File: src/rtl/rr_req_queue_if.sv
// Handshake bundle between the four request sources, the round-robin arbiter
// and the single tagged output channel of rr_req_queue.
interface rr_req_queue_if #(
  parameter int DATA_W = 8
) ();
  logic [3:0]          in_valid;
  logic [4*DATA_W-1:0] in_data;
  logic [3:0]          in_ready;
  logic [3:0]          req;
  logic [3:0]          gnt;
  logic                out_valid;
  logic [DATA_W-1:0]   out_data;
  logic [1:0]          out_src;
  logic                out_ready;
  logic                err;

  modport master (
    output in_valid, in_data, gnt, out_ready,
    input  in_ready, req, out_valid, out_data, out_src, err
  );

  modport slave (
    input  in_valid, in_data, gnt, out_ready,
    output in_ready, req, out_valid, out_data, out_src, err
  );
endinterface

File: src/rtl/rr_req_queue.sv
// Four per-source FIFOs feeding an external round-robin arbiter; the granted
// head entry lands in a registered valid/ready output tagged with its source.
module rr_req_queue #(
  parameter int DATA_W = 8,
  parameter int DEPTH  = 4
) (
  input  logic          clk,
  input  logic          rst_n,
  rr_req_queue_if.slave bus
);
  localparam int CNT_W = $clog2(DEPTH + 1);
  localparam int PTR_W = $clog2(DEPTH);
  localparam logic [CNT_W-1:0] FULL_CNT = CNT_W'(DEPTH);

  logic [DATA_W-1:0] mem_q [4][DEPTH];

  logic [CNT_W-1:0]  cnt_q    [4];
  logic [CNT_W-1:0]  cnt_d    [4];
  logic [PTR_W-1:0]  rd_ptr_q [4];
  logic [PTR_W-1:0]  rd_ptr_d [4];
  logic [PTR_W-1:0]  wr_ptr_q [4];
  logic [PTR_W-1:0]  wr_ptr_d [4];

  logic              out_valid_q, out_valid_d;
  logic [DATA_W-1:0] out_data_q,  out_data_d;
  logic [1:0]        out_src_q,   out_src_d;
  logic              err_q,       err_d;

  logic              acc;
  logic [3:0]        in_ready;
  logic [3:0]        req;
  logic [3:0]        push;
  logic [3:0]        pop;
  logic              gnt_onehot;
  logic              gnt_valid;
  logic              gnt_bad;
  logic [1:0]        gnt_idx;

  // Requests are masked by output availability: the arbiter advances on every
  // nonzero grant, so it must never see a request we cannot consume.
  always_comb begin
    acc = !out_valid_q || bus.out_ready;
    for (int i = 0; i < 4; i++) begin
      in_ready[i] = (cnt_q[i] != FULL_CNT);
      req[i]      = (cnt_q[i] != '0) && acc;
    end
  end

  always_comb begin
    gnt_onehot = (bus.gnt != 4'b0000) && ((bus.gnt & (bus.gnt - 4'd1)) == 4'b0000);
    gnt_valid  = gnt_onehot && ((bus.gnt & ~req) == 4'b0000);
    gnt_bad    = (bus.gnt != 4'b0000) && !gnt_valid;
    gnt_idx    = 2'd0;
    for (int i = 0; i < 4; i++) begin
      if (bus.gnt[i]) gnt_idx = 2'(i);
    end
    push = bus.in_valid & in_ready;
    pop  = gnt_valid ? bus.gnt : 4'b0000;
  end

  always_comb begin
    for (int i = 0; i < 4; i++) begin
      rd_ptr_d[i] = rd_ptr_q[i];
      wr_ptr_d[i] = wr_ptr_q[i];
      cnt_d[i]    = cnt_q[i];
      if (push[i]) wr_ptr_d[i] = wr_ptr_q[i] + PTR_W'(1);
      if (pop[i])  rd_ptr_d[i] = rd_ptr_q[i] + PTR_W'(1);
      case ({push[i], pop[i]})
        2'b10:   cnt_d[i] = cnt_q[i] + CNT_W'(1);
        2'b01:   cnt_d[i] = cnt_q[i] - CNT_W'(1);
        default: cnt_d[i] = cnt_q[i];
      endcase
    end
  end

  // A malformed grant freezes the output register entirely, even if the
  // downstream side is ready; only the sticky error flag reacts.
  always_comb begin
    out_valid_d = out_valid_q;
    out_data_d  = out_data_q;
    out_src_d   = out_src_q;
    err_d       = err_q | gnt_bad;
    if (gnt_valid) begin
      out_valid_d = 1'b1;
      out_data_d  = mem_q[gnt_idx][rd_ptr_q[gnt_idx]];
      out_src_d   = gnt_idx;
    end else if (!gnt_bad && bus.out_ready) begin
      out_valid_d = 1'b0;
    end
  end

  always_ff @(posedge clk or negedge rst_n) begin
    if (!rst_n) begin
      for (int i = 0; i < 4; i++) begin
        cnt_q[i]    <= '0;
        rd_ptr_q[i] <= '0;
        wr_ptr_q[i] <= '0;
      end
      out_valid_q <= 1'b0;
      out_data_q  <= '0;
      out_src_q   <= 2'd0;
      err_q       <= 1'b0;
    end else begin
      for (int i = 0; i < 4; i++) begin
        cnt_q[i]    <= cnt_d[i];
        rd_ptr_q[i] <= rd_ptr_d[i];
        wr_ptr_q[i] <= wr_ptr_d[i];
      end
      out_valid_q <= out_valid_d;
      out_data_q  <= out_data_d;
      out_src_q   <= out_src_d;
      err_q       <= err_d;
    end
  end

  // Storage is deliberately left unreset; occupancy alone defines validity.
  always_ff @(posedge clk) begin
    for (int i = 0; i < 4; i++) begin
      if (push[i]) mem_q[i][wr_ptr_q[i]] <= bus.in_data[i*DATA_W +: DATA_W];
    end
  end

  assign bus.in_ready  = in_ready;
  assign bus.req       = req;
  assign bus.out_valid = out_valid_q;
  assign bus.out_data  = out_data_q;
  assign bus.out_src   = out_src_q;
  assign bus.err       = err_q;
endmodule

File: src/flat_wrapper.sv
// flat-port wrapper written by rule: the top's interface ports become plain ports
module rr_req_queue_flat 
#(
  parameter int DATA_W = 8,
  parameter int DEPTH  = 4
)
  (clk, rst_n, bus_in_valid, bus_in_data, bus_gnt, bus_out_ready, bus_in_ready, bus_req, bus_out_valid, bus_out_data, bus_out_src, bus_err);
  rr_req_queue_if #(.DATA_W(DATA_W)) bus_i ();
  input  logic clk;
  input  logic rst_n;
  input wire logic [$bits(bus_i.in_valid)-1:0] bus_in_valid;
  input wire logic [$bits(bus_i.in_data)-1:0] bus_in_data;
  input wire logic [$bits(bus_i.gnt)-1:0] bus_gnt;
  input wire logic [$bits(bus_i.out_ready)-1:0] bus_out_ready;
  output wire logic [$bits(bus_i.in_ready)-1:0] bus_in_ready;
  output wire logic [$bits(bus_i.req)-1:0] bus_req;
  output wire logic [$bits(bus_i.out_valid)-1:0] bus_out_valid;
  output wire logic [$bits(bus_i.out_data)-1:0] bus_out_data;
  output wire logic [$bits(bus_i.out_src)-1:0] bus_out_src;
  output wire logic [$bits(bus_i.err)-1:0] bus_err;
  assign bus_i.in_valid = bus_in_valid;
  assign bus_i.in_data = bus_in_data;
  assign bus_i.gnt = bus_gnt;
  assign bus_i.out_ready = bus_out_ready;
  assign bus_in_ready = bus_i.in_ready;
  assign bus_req = bus_i.req;
  assign bus_out_valid = bus_i.out_valid;
  assign bus_out_data = bus_i.out_data;
  assign bus_out_src = bus_i.out_src;
  assign bus_err = bus_i.err;
  rr_req_queue #(.DATA_W(DATA_W), .DEPTH(DEPTH)) u_core (.clk(clk), .rst_n(rst_n), .bus(bus_i));
endmodule
File: config.mk
export PLATFORM = sky130hd
export DESIGN_NAME = rr_req_queue_flat
export DESIGN_NICKNAME = d
export VERILOG_FILES = /design/src/rtl/rr_req_queue_if.sv /design/src/rtl/rr_req_queue.sv /design/src/flat_wrapper.sv
export SDC_FILE = /design/constraint.sdc
export NUM_CORES = 1
export LEC_CHECK = 0
export ABC_AREA = 1
export BUFFER_PORTS_ARGS = -buffer_cell sky130_fd_sc_hd__buf_2
export CORE_MARGIN = 3
export CORE_UTILIZATION = 60
export DETAILED_ROUTE_END_ITERATION = 6
export PLACE_DENSITY = 0.8
export SLEW_MARGIN = 20
export SYNTH_ARGS = -nofsm -noshare
export SYNTH_HDL_FRONTEND = slang
export SYNTH_SLANG_ARGS = --single-unit
export TNS_END_PERCENT = 1
File: constraint.sdc
create_clock -name clk -period 2.7 [get_ports clk]
set_input_delay 0.405 -clock clk [delete_from_list [all_inputs] [get_ports clk]]
set_output_delay 0.405 -clock clk [all_outputs]
set_load 0.01 [all_outputs]
Word level (Yosys, flattened, before mapping)
Memory sizes are Yosys's and may differ from the RTL's.
Index checks and enable logic that the tools add are counted.
- add/subtract/negate cells: 17
- $lt $le $gt $ge: 10
- eq/ne operators: 12
- mux-type cells: 32
- bitwise logic cells: 11
- reductions and logical operators: 28
- operators with widths (kind ; number):
    two-way mux 32 bit ; 4
    demux 8 bit (select 2 bit) ; 4
    two-way mux 8 bit ; 6
    case mux 3 bit (2 select lines) ; 4
    >= comparator 3 bit, second input constant ; 6
    inverter 2 -> 3 bit ; 6
    adder 2 x 1 -> 2 bit, second input constant ; 8
    binary-select mux 8 bit (select 2 bit) ; 1
    adder 3 x 1 -> 3 bit, second input constant ; 4
    bitwise AND 4 bit ; 3
    logical AND 1 bit ; 12
    less-than comparator 3 x 1 -> 1 bit, second input constant ; 4
    inequality test 3 bit, second input constant ; 4
    nonzero test 3 bit ; 4
    subtractor 3 x 1 -> 3 bit, second input constant ; 4
    nonzero test 2 bit ; 5
    == test 2 x 1 -> 1 bit, second input constant ; 4
    == test 2 bit, second input constant ; 4
    logical NOT 4 bit ; 2
    two-way mux 2 bit ; 4
    two-way mux 1 bit ; 7
    binary-select mux 2 bit (select 2 bit) ; 1
    two-way mux 4 bit ; 1
    inverter 4 bit ; 1
    5 further kinds ; 7
- bits in registers: 40
- memory bits (writable): 128
- input bits: 43
- output and inout port bits: 20
- logic and storage cells: 127
- memories: 1
- memory list (name ; depth ; width ; read ports ; clocked after memory_dff ; write ports ; RTL line ; source):
    u_core.mem_q ; 4 ; 32 ; 1 ; 0 ; 4 ; rr_req_queue.sv:15 ; logic [DATA_W-1:0] mem_q [4][DEPTH];

Longest topological paths before layout
Gate-level depths: netlist of the first run.
- word-level depth: 13
- depth in mapped cells: 15
- mapped depth without buffers: 14

Worst setup path after synthesis of the first run
Ideal clock, no wire load.
- path type: input -> register
- start: input bus_gnt[2]
- end: register u_core.cnt_q[2] (netlist name)
- library setup time: 0.131 ns
- arrival: 2.393 ns
- data required time: 2.569 ns
- path slack: 0.176 ns
- stages on the path: 15
- buffers on the path: 2
- cell sequence: buf_4 -> nor2_4 -> inv_2 -> o21ai_1 -> nand4_1 -> nor2_2 -> buf_4 -> nand2_1 -> inv_1 -> ha_1 -> inv_1 -> fa_1 -> a21oi_1 -> o21ai_0 -> xor2_1
- cells in the longest elaborated chain, start to end: 8
- elaborated cells between the ends (all ways): 13
- those cells by class: add/sub: 1; eq/ne: 2; mux: 2; bitwise: 2; reduce/logical: 6
- RTL lines (element ; RTL line ; source):
    start: declaration ; flat_wrapper.sv:13 ; input wire logic [$bits(bus_i.gnt)-1:0] bus_gnt;
    subtractor 4 x 1 -> 4 bit ; rr_req_queue.sv:50 ; gnt_onehot = (bus.gnt != 4'b0000) && ((bus.gnt & (bus.gnt - 4'd1)) == 4'b0000);
    bitwise AND 4 bit ; rr_req_queue.sv:50 ;
    logical NOT 4 bit ; rr_req_queue.sv:50 ;
    logical AND 1 bit ; rr_req_queue.sv:50 ;
    logical AND 1 bit (*) ; rr_req_queue.sv:51 ; gnt_valid = gnt_onehot && ((bus.gnt & ~req) == 4'b0000);
    two-way mux 4 bit (*) ; rr_req_queue.sv:58 ; pop = gnt_valid ? bus.gnt : 4'b0000;
    net u_core.pop[3] ; rr_req_queue.sv:33 ; logic [3:0] pop;
    == test 2 x 1 -> 1 bit or == test 2 bit (tied branches) ; rr_req_queue.sv:68 ; case ({push[i], pop[i]})
    case mux 3 bit (2 select lines) or nonzero test 2 bit (tied branches) ; n/a ;
    end signal: indexed assignment ; rr_req_queue.sv:105 ; cnt_q[i] <= cnt_d[i];
    end: declaration ; rr_req_queue.sv:17 ; logic [CNT_W-1:0] cnt_q [4];
Mark *: on every way through the listed nets, which the timed path passes. The rest lies on a longest branch.
A chain may end at the register's enable or synchronous reset.

Final worst setup path of the first run
- start: register u_core.cnt_q[0] (netlist name)
- end: register u_core.cnt_q[2] (netlist name)
- cells in the longest elaborated chain, start to end: 9
- elaborated cells between the ends (all ways): 15
- those cells by class: add/sub: 2; eq/ne: 3; mux: 2; bitwise: 3; reduce/logical: 5
- RTL lines (element ; RTL line ; source):
    nonzero test 3 bit (*) ; rr_req_queue.sv:45 ; req[i] = (cnt_q[i] != '0) && acc;
    logical AND 1 bit (*) ; rr_req_queue.sv:45 ;
    inverter 4 bit (*) ; rr_req_queue.sv:51 ;
    bitwise AND 4 bit (*) ; rr_req_queue.sv:51 ;
    logical NOT 4 bit (*) ; rr_req_queue.sv:51 ;
    logical AND 1 bit (*) ; rr_req_queue.sv:51 ;
    two-way mux 4 bit (*) ; rr_req_queue.sv:58 ;
    net u_core.pop[3] ; rr_req_queue.sv:33 ;
    == test 2 x 1 -> 1 bit or == test 2 bit (tied branches) ; rr_req_queue.sv:68 ;
    case mux 3 bit (2 select lines) or nonzero test 2 bit (tied branches) ; n/a ;
Marked as above.

==> key figures, run 1 <==
Routing
  – DR pass1 iterations: 5
  – Residual DRC count: 0
  – Via Count: 5792
  – Routed len/inst: 16.28 um
  – DRT iter0 DRCs: around 450
  – Antenna viol nets, final: 0
  – Post-Route WL: 18.12 mm
  – Vias per cell: 5.204

Floorplanning
  – Rows: 41
  – Core area: 0.01282 mm^2
  – Area of the die: 0.01475 mm^2
  – Die width: approximately 120 um
  – Height of the chip: 121.5 um
  – Starting Density: about 62%
  – IO Count: 63

Global routing
  – First-pass GRT wire length: 28.68 mm
  – Initial antenna violation count: 1
  – Largest net degree at the start of global routing: between 50 and 60
  – Congestion Overflow GR: 0
  – GRT Total Usage: 25.99%
  – Vias in the first global route: 5610

Place
  – Placed wire-length estimate: roughly 12 mm
  – IO Port Bufs: 62
  – Routability-driven placement congestion ratio: about 0.86

Worst setup path
  – Worst Path Buf+Inv: 3
  – Crit path required time: 3.00 ns
  – Startpoint of the worst register-to-register path: u_core.cnt_q[0]
  – Cell count of the worst reg-to-reg path: 14
  – CP peak stage delay: 0.43 ns
  – Setup crit end kind: register
  – Worst EP arrival: about 2.8 ns
  – Crit start category: register
  – CP cell instances: inv_1 -> nand3_1 -> nand2_1 -> o21ai_0 -> nand2_1 -> nor2_4 -> nand2_2 -> inv_1 -> ha_1 -> inv_1 -> fa_1 -> a21oi_1 -> o21ai_0 -> xor2_1
  – Max Fanout on Critical Path: 7
  – Setup slack, reg-to-reg: 0.22 ns
  – Crit-path most repeated cell: inv_1
  – Top delay family on crit path: adder cells
  – RR Endpoint: u_core.cnt_q[2]
  – CP Class: reg -> reg
  – Slowest cell on crit path: fa_1

CTS
  – CTS sink cnt: 168
  – Clock transition at the registers of the reported paths: 0.06 ns
  – CTS tree: built
  – Max Root-Sink Buffers: 2
  – Clk_lat worst skew: ~0.43 ns
  – Root Buffer Master: clkbuf_16
  – CTS Buf Count: 17
  – Number of H-tree levels: 4

Power and ir drop
  – VDD IR max: 0.0005895 V
  – Leak Pwr: 0.004404 uW
  – P per Cell Area: roughly 950 mW/mm^2

Cells and area
  – Fraction of final layout cells sized beyond drive strength 1: between 10% and 20%
  – Final #Nets: 995
  – Sequential Area: 0.004845 mm^2
  – Fill cells: ~940
  – Most frequent cells in the layout: nand2_1 (216), inv_1 (142), edfxtp_1 (128), nor2_1 (116), nand3_1 (78)
  – Ant diodes: 0
  – Area delta synth->final: 15.49%
  – Most common cell after layout, fill and taps aside: nand2_1
  – Core Util, Final: just over 70%
  – Multi-input gate area: 0.002446 mm^2

Yosys
  – Largest area contributor in the netlist: edfxtp_1
  – Cell area after synthesis: 0.007999 mm^2
  – Syn_nets: 920
  – Sequential fraction of the synthesis area: 60.57%
  – Synth Register Bits: 168
  – Distinct cells, synth: 23
  – Syn avg cell area: 9.377 um^2
  – Main area contributors after synthesis: edfxtp_1 (48%), dfrtp_1 (13%), nand2_1 (10%)
  – Ys Warns: 0
  – Post-synth top area share: 48.05%
  – Post-Synthesis Cells: 853

Job
  – Total of max-cap violations: 0

Timing
  – Setup_tns: 0 ns
  – Slew Limit Fails: 0
  – Min cycle time layout: 2.484 ns
  – Slew headroom: 40.21%
  – Pin slew with the least headroom to its limit: approximately 0.90 ns
  – Final hold vios: 0
  – Endpoints failing setup: 0
  – RSZ-0062 raised after global routing: no
  – Fin crit share: 91.98%
  – Highest clock rate: 402.7 MHz
  – Clock Skew: 0.006310 ns

Run status
  – Run status: complete, no violations

Min path
  – Worst hold path type: in -> async
## report_power, final
part	switching, uW	total, uW	internal, uW
logic	1470	2260	788
registers	314	3810	3500
clock network	951	2660	1710
total	2730	8730	6000
## stage by stage
stage	total power (uW)	setup WS (ns)	cells	instance area (um^2)	hold WS [ns]
after floorplan	5262	0.1759	853	7999	0.1094
after global placement	5961	0.1071	1080	8568	0.4443
after detailed placement	6038	0.03142	1080	8568	0.4565
after CTS	8738	0.08206	1112	9218	0.1315
after global routing	9215	0.02864	1113	9238	0.1523
final	8731	0.2165	1113	9238	0.09042
## flip-flops by register name, indices dropped and copies added (netlist names)
name                  cells
u_core.bus.err            1
u_core.bus.out_src        2
u_core.bus.out_data       8
u_core.rd_ptr_q           8
u_core.mem_q            128
u_core.wr_ptr_q           8
u_core.bus.out_valid      1
u_core.cnt_q             12
## cell usage after synthesis, drive strengths merged
| cell type | number |
|---|---|
| nand2 | 223 |
| inv | 151 |
| edfxtp | 128 |
| nor2 | 118 |
| nand3 | 78 |
| dfrtp | 40 |
| buf | 22 |
| ha | 20 |
| nand3b | 20 |
| o21ai | 17 |
| xor2 | 11 |
| a21oi | 8 |
| clkbuf | 8 |
| fa | 4 |
| xnor2 | 4 |
| nand4 | 1 |
## worst max-delay path by stage
stage / endpoint / slack, ns / startpoint / depth (start not counted)
after floorplan: u_core.cnt_q[2] / 0.18 / bus_gnt[2] / 15
after global placement: u_core.cnt_q[5] / 0.11 / bus_out_ready / 15
after detailed placement: u_core.cnt_q[2] / 0.03 / bus_out_ready / 15
after CTS: u_core.cnt_q[2] / 0.08 / u_core.cnt_q[6] / 14
after global routing: u_core.cnt_q[11] / 0.03 / u_core.cnt_q[0] / 14
final: u_core.cnt_q[2] / 0.22 / u_core.cnt_q[0] / 14
## what timing repair did
| action | 4_1_cts | 5_1_grt |
|---|---|---|
| buffers inserted | 0 | 1 |
| hold buffers | 0 | 0 |
| setup endpoints to repair | 0 | 4 |
| resized for setup | 0 | 5 |
## layout make-up
type                            instances  area share, %
Timing Repair Buffer                   86          5.580
Inverter                              151          6.136
Clock inverter                          8          1.815
Tap cell                              172          2.330
Clock buffer                           24          5.215
Sequential cell                       168          52.44
Multi-Input combinational cell        504          26.48
## layer usage
metal	up-vias	share of wire, %	global-route usage [%]
met1	2719	40	33.38
li1	2807	-	-
met5	-	0.050	0
met2	223	50	42.73
met3	41	6.7	6.247
met4	2	2.7	10.43
## kinds of logic after synthesis
| group | count (synthesis) | share of synthesized area (%) |
|---|---|---|
| AO/OA/AOI/OAI | 25 | 1.564 |
| XOR/XNOR | 15 | 1.642 |
| adder cells (fa/ha/maj) | 24 | 4.130 |
| buffers and inverters | 181 | 9.010 |
| flip-flops | 168 | 60.57 |
| AND/OR/NAND/NOR | 440 | 23.09 |
(Power assumes the default switching activity.)
==> run 2, diff against run 1 <==
- BUFFER_PORTS_ARGS: -buffer_cell sky130_fd_sc_hd__buf_2 -> unset
- CORE_UTILIZATION: 60 -> 64
- DONT_BUFFER_PORTS: unset -> 1
- GPL_TIMING_DRIVEN: unset -> 0
==> run 2 against run 1 <==
  * Setup slack got worse by 0.016 ns
  * Highest routed layer is now met4
  * Maximum frequency decreased by 0.62%
  * Critical path depth unchanged
  * First-iteration DRC count increased by 5.8%
  * Largest cell class unchanged
==> key figures, run 2 (synthesized netlist as in run 1, its figures left out) <==
Timing
  – Clock Skew: around 0.0064 ns
  – Endpoints failing setup: 0
  – Slew Limit Fails: 0
  – Slew headroom: 36.53%
  – Setup_tns: 0 ns
  – Fin crit share: roughly 93%
  – RSZ-0062 raised after global routing: no
  – Pin slew with the least headroom to its limit: ~0.95 ns
  – Min cycle time layout: approximately 2.5 ns
  – Post-layout worst setup margin: around 0.20 ns
  – Highest clock rate: 400.1 MHz
  – Final hold vios: 0

Worst setup path
  – Worst EP arrival: 2.80 ns
  – Setup crit end kind: register
  – Setup slack, reg-to-reg: 0.20 ns
  – Slowest cell on crit path: fa_1
  – Startpoint of the worst register-to-register path: u_core.bus.out_valid
  – CP Class: reg -> reg
  – CP cell instances: nand2_2 -> nand2_1 -> nand2_1 -> nand4_1 -> nor2_4 -> buf_6 -> nand2_1 -> inv_1 -> ha_1 -> inv_1 -> fa_1 -> a21oi_1 -> o21ai_0 -> xor2_1
  – Crit start category: register
  – RR Endpoint: u_core.cnt_q[8]
  – Crit-path most repeated cell: nand2_1
  – Max Fanout on Critical Path: 10
  – CP startpoint: u_core.bus.out_valid
  – CP peak stage delay: 0.44 ns
  – Cell count of the worst reg-to-reg path: 14
  – Crit path required time: 3.01 ns
  – Worst Setup EP: u_core.cnt_q[8]

CTS
  – Number of H-tree levels: 4
  – Clock transition at the registers of the reported paths: 0.06 ns
  – CTS tree: built
  – CTS sink cnt: between 150 and 200
  – Root Buffer Master: clkbuf_16
  – Clk_lat worst skew: 0.43 ns
  – CTS Buf Count: 17
  – Max Root-Sink Buffers: 2

Floorplanning
  – Area of the die: approximately 0.014 mm^2
  – Starting Density: 66.04%
  – Core area: 0.01211 mm^2
  – Height of the chip: roughly 120 um
  – IO Count: 63
  – Rows: 40
  – Die width: between 100 and 150 um

Place
  – Placed cells: 1021
  – Placed wire-length estimate: 13.43 mm
  – Placed cell area: 0.008209 mm^2
  – IO Port Bufs: 0
  – Worst slack at placement: -0.1772 ns
  – Routability-driven placement congestion ratio: 0.9138

Cells and area
  – Ant diodes: 0
  – Core Util, Final: 72.93%
  – Fill cells: 870
  – Most common cell after layout, fill and taps aside: nand2_1
  – Max FFs per register: 128
  – Cell Count, Final, Fillers Out: 1055
  – Fraction of final layout cells sized beyond drive strength 1: approximately 8%
  – Most frequent cells in the layout: nand2_1 (218), inv_1 (142), edfxtp_1 (128), nor2_1 (116), nand3_1 (78)
  – Area delta synth->final: 10.43%
  – Final #Nets: 942
  – Design area: 0.008833 mm^2

Global routing
  – Busiest grt layer: met2
  – GR Layer Usage met3: between 5 and 6%
  – Largest net degree at the start of global routing: 41
  – Vias in the first global route: about 5.7k
  – Met1 Usage GRT: 34.01%
  – Met2 Usage GRT: 46.75%
  – Initial antenna violation count: 0
  – GRT Total Usage: 27.30%
  – First-pass GRT wire length: 28.78 mm
  – Congestion Overflow GR: 0

Routing
  – Via Count: 5656
  – DR pass1 iterations: 7
  – DRT iter0 DRCs: 478
  – Antenna viol nets, final: 0
  – Vias per cell: 5.361
  – Post-Route WL: 18.30 mm
  – Residual DRC count: 0
  – Routed len/inst: 17.35 um

Min path
  – Worst hold path type: in -> reg

Power and ir drop
  – Leak Pwr: 0.004108 uW
  – VDD IR max: 0.0005741 V
  – P per Cell Area: 935.3 mW/mm^2

Run status
  – Run status: complete, no violations

Job
  – Total of max-cap violations: 0
==> run 2: how the worst min path moves through the flow <==
stage / start / depth (start not counted) / slack, ns / end
after global routing: bus_in_data[8] / 0 / 0.05 / u_core.mem_q[1][8]
final: bus_in_data[31] / 0 / 0.06 / u_core.mem_q[3][23]
after detailed placement: rst_n / 0 / 0.11 / u_core.cnt_q[0]
after global placement: rst_n / 0 / 0.11 / u_core.cnt_q[1]
after CTS: bus_in_data[16] / 0 / 0.06 / u_core.mem_q[2][24]
after floorplan: rst_n / 0 / 0.11 / u_core.bus.err
==> run 2: worst max-delay path: cells and delay by family (launching register included) <==
kind | cells | cell delay [ns]
buffers and inverters | 3 | 0.32
flip-flops | 1 | 0.43
XOR/XNOR | 1 | 0.15
AO/OA/AOI/OAI | 2 | 0.25
AND/OR/NAND/NOR | 6 | 0.66
adder cells (fa/ha/maj) | 2 | 0.58
==> run 2: metal layers <==
| layer | routed length, um | up-vias |
|---|---|---|
| li1 | - | 2710 |
| met1 | 7365 | 2688 |
| met2 | 9272 | 219 |
| met3 | 1211 | 39 |
| met4 | 450 | 0 |
| met5 | 0 | - |
==> run 2: power breakdown <==
part | leakage, uW | total [uW] | switching [uW] | internal (uW)
registers | 0.00165 | 3860 | 356 | 3500
clock network | 0.000279 | 2370 | 944 | 1430
logic | 0.00218 | 2030 | 1370 | 655
==> run 2: timing repair <==
action,4_1_cts,5_1_grt
gates cloned,0,0
resized for setup,1,8
setup endpoints to repair,2,4
hold buffers,2,0
buffers inserted,0,1
pin swaps,0,3
hold endpoints to repair,40,0
==> run 2: per-stage QoR <==
step                      total power, uW  hold slack [ns]
after floorplan                      5262           0.1094
after global routing                 8715          0.05267
after CTS                            8227          0.05613
final                                8262          0.06412
after global placement               5675           0.1104
after detailed placement             5843           0.1104
==> run 2: final cells by class <==
type / instances / area [um^2] / share of cell area, %
plain buffers: 30 / 157.7 / 1.785
clock buffers: 19 / 432.9 / 4.901
clock inverters: 12 / 133.9 / 1.516
inverters: 151 / 566.8 / 6.416
multi-input cells: 504 / 2450 / 27.73
flip-flops and latches: 168 / 4845 / 54.84
well taps: 168 / 210.2 / 2.380
repair buffers: 3 / 37.54 / 0.4249
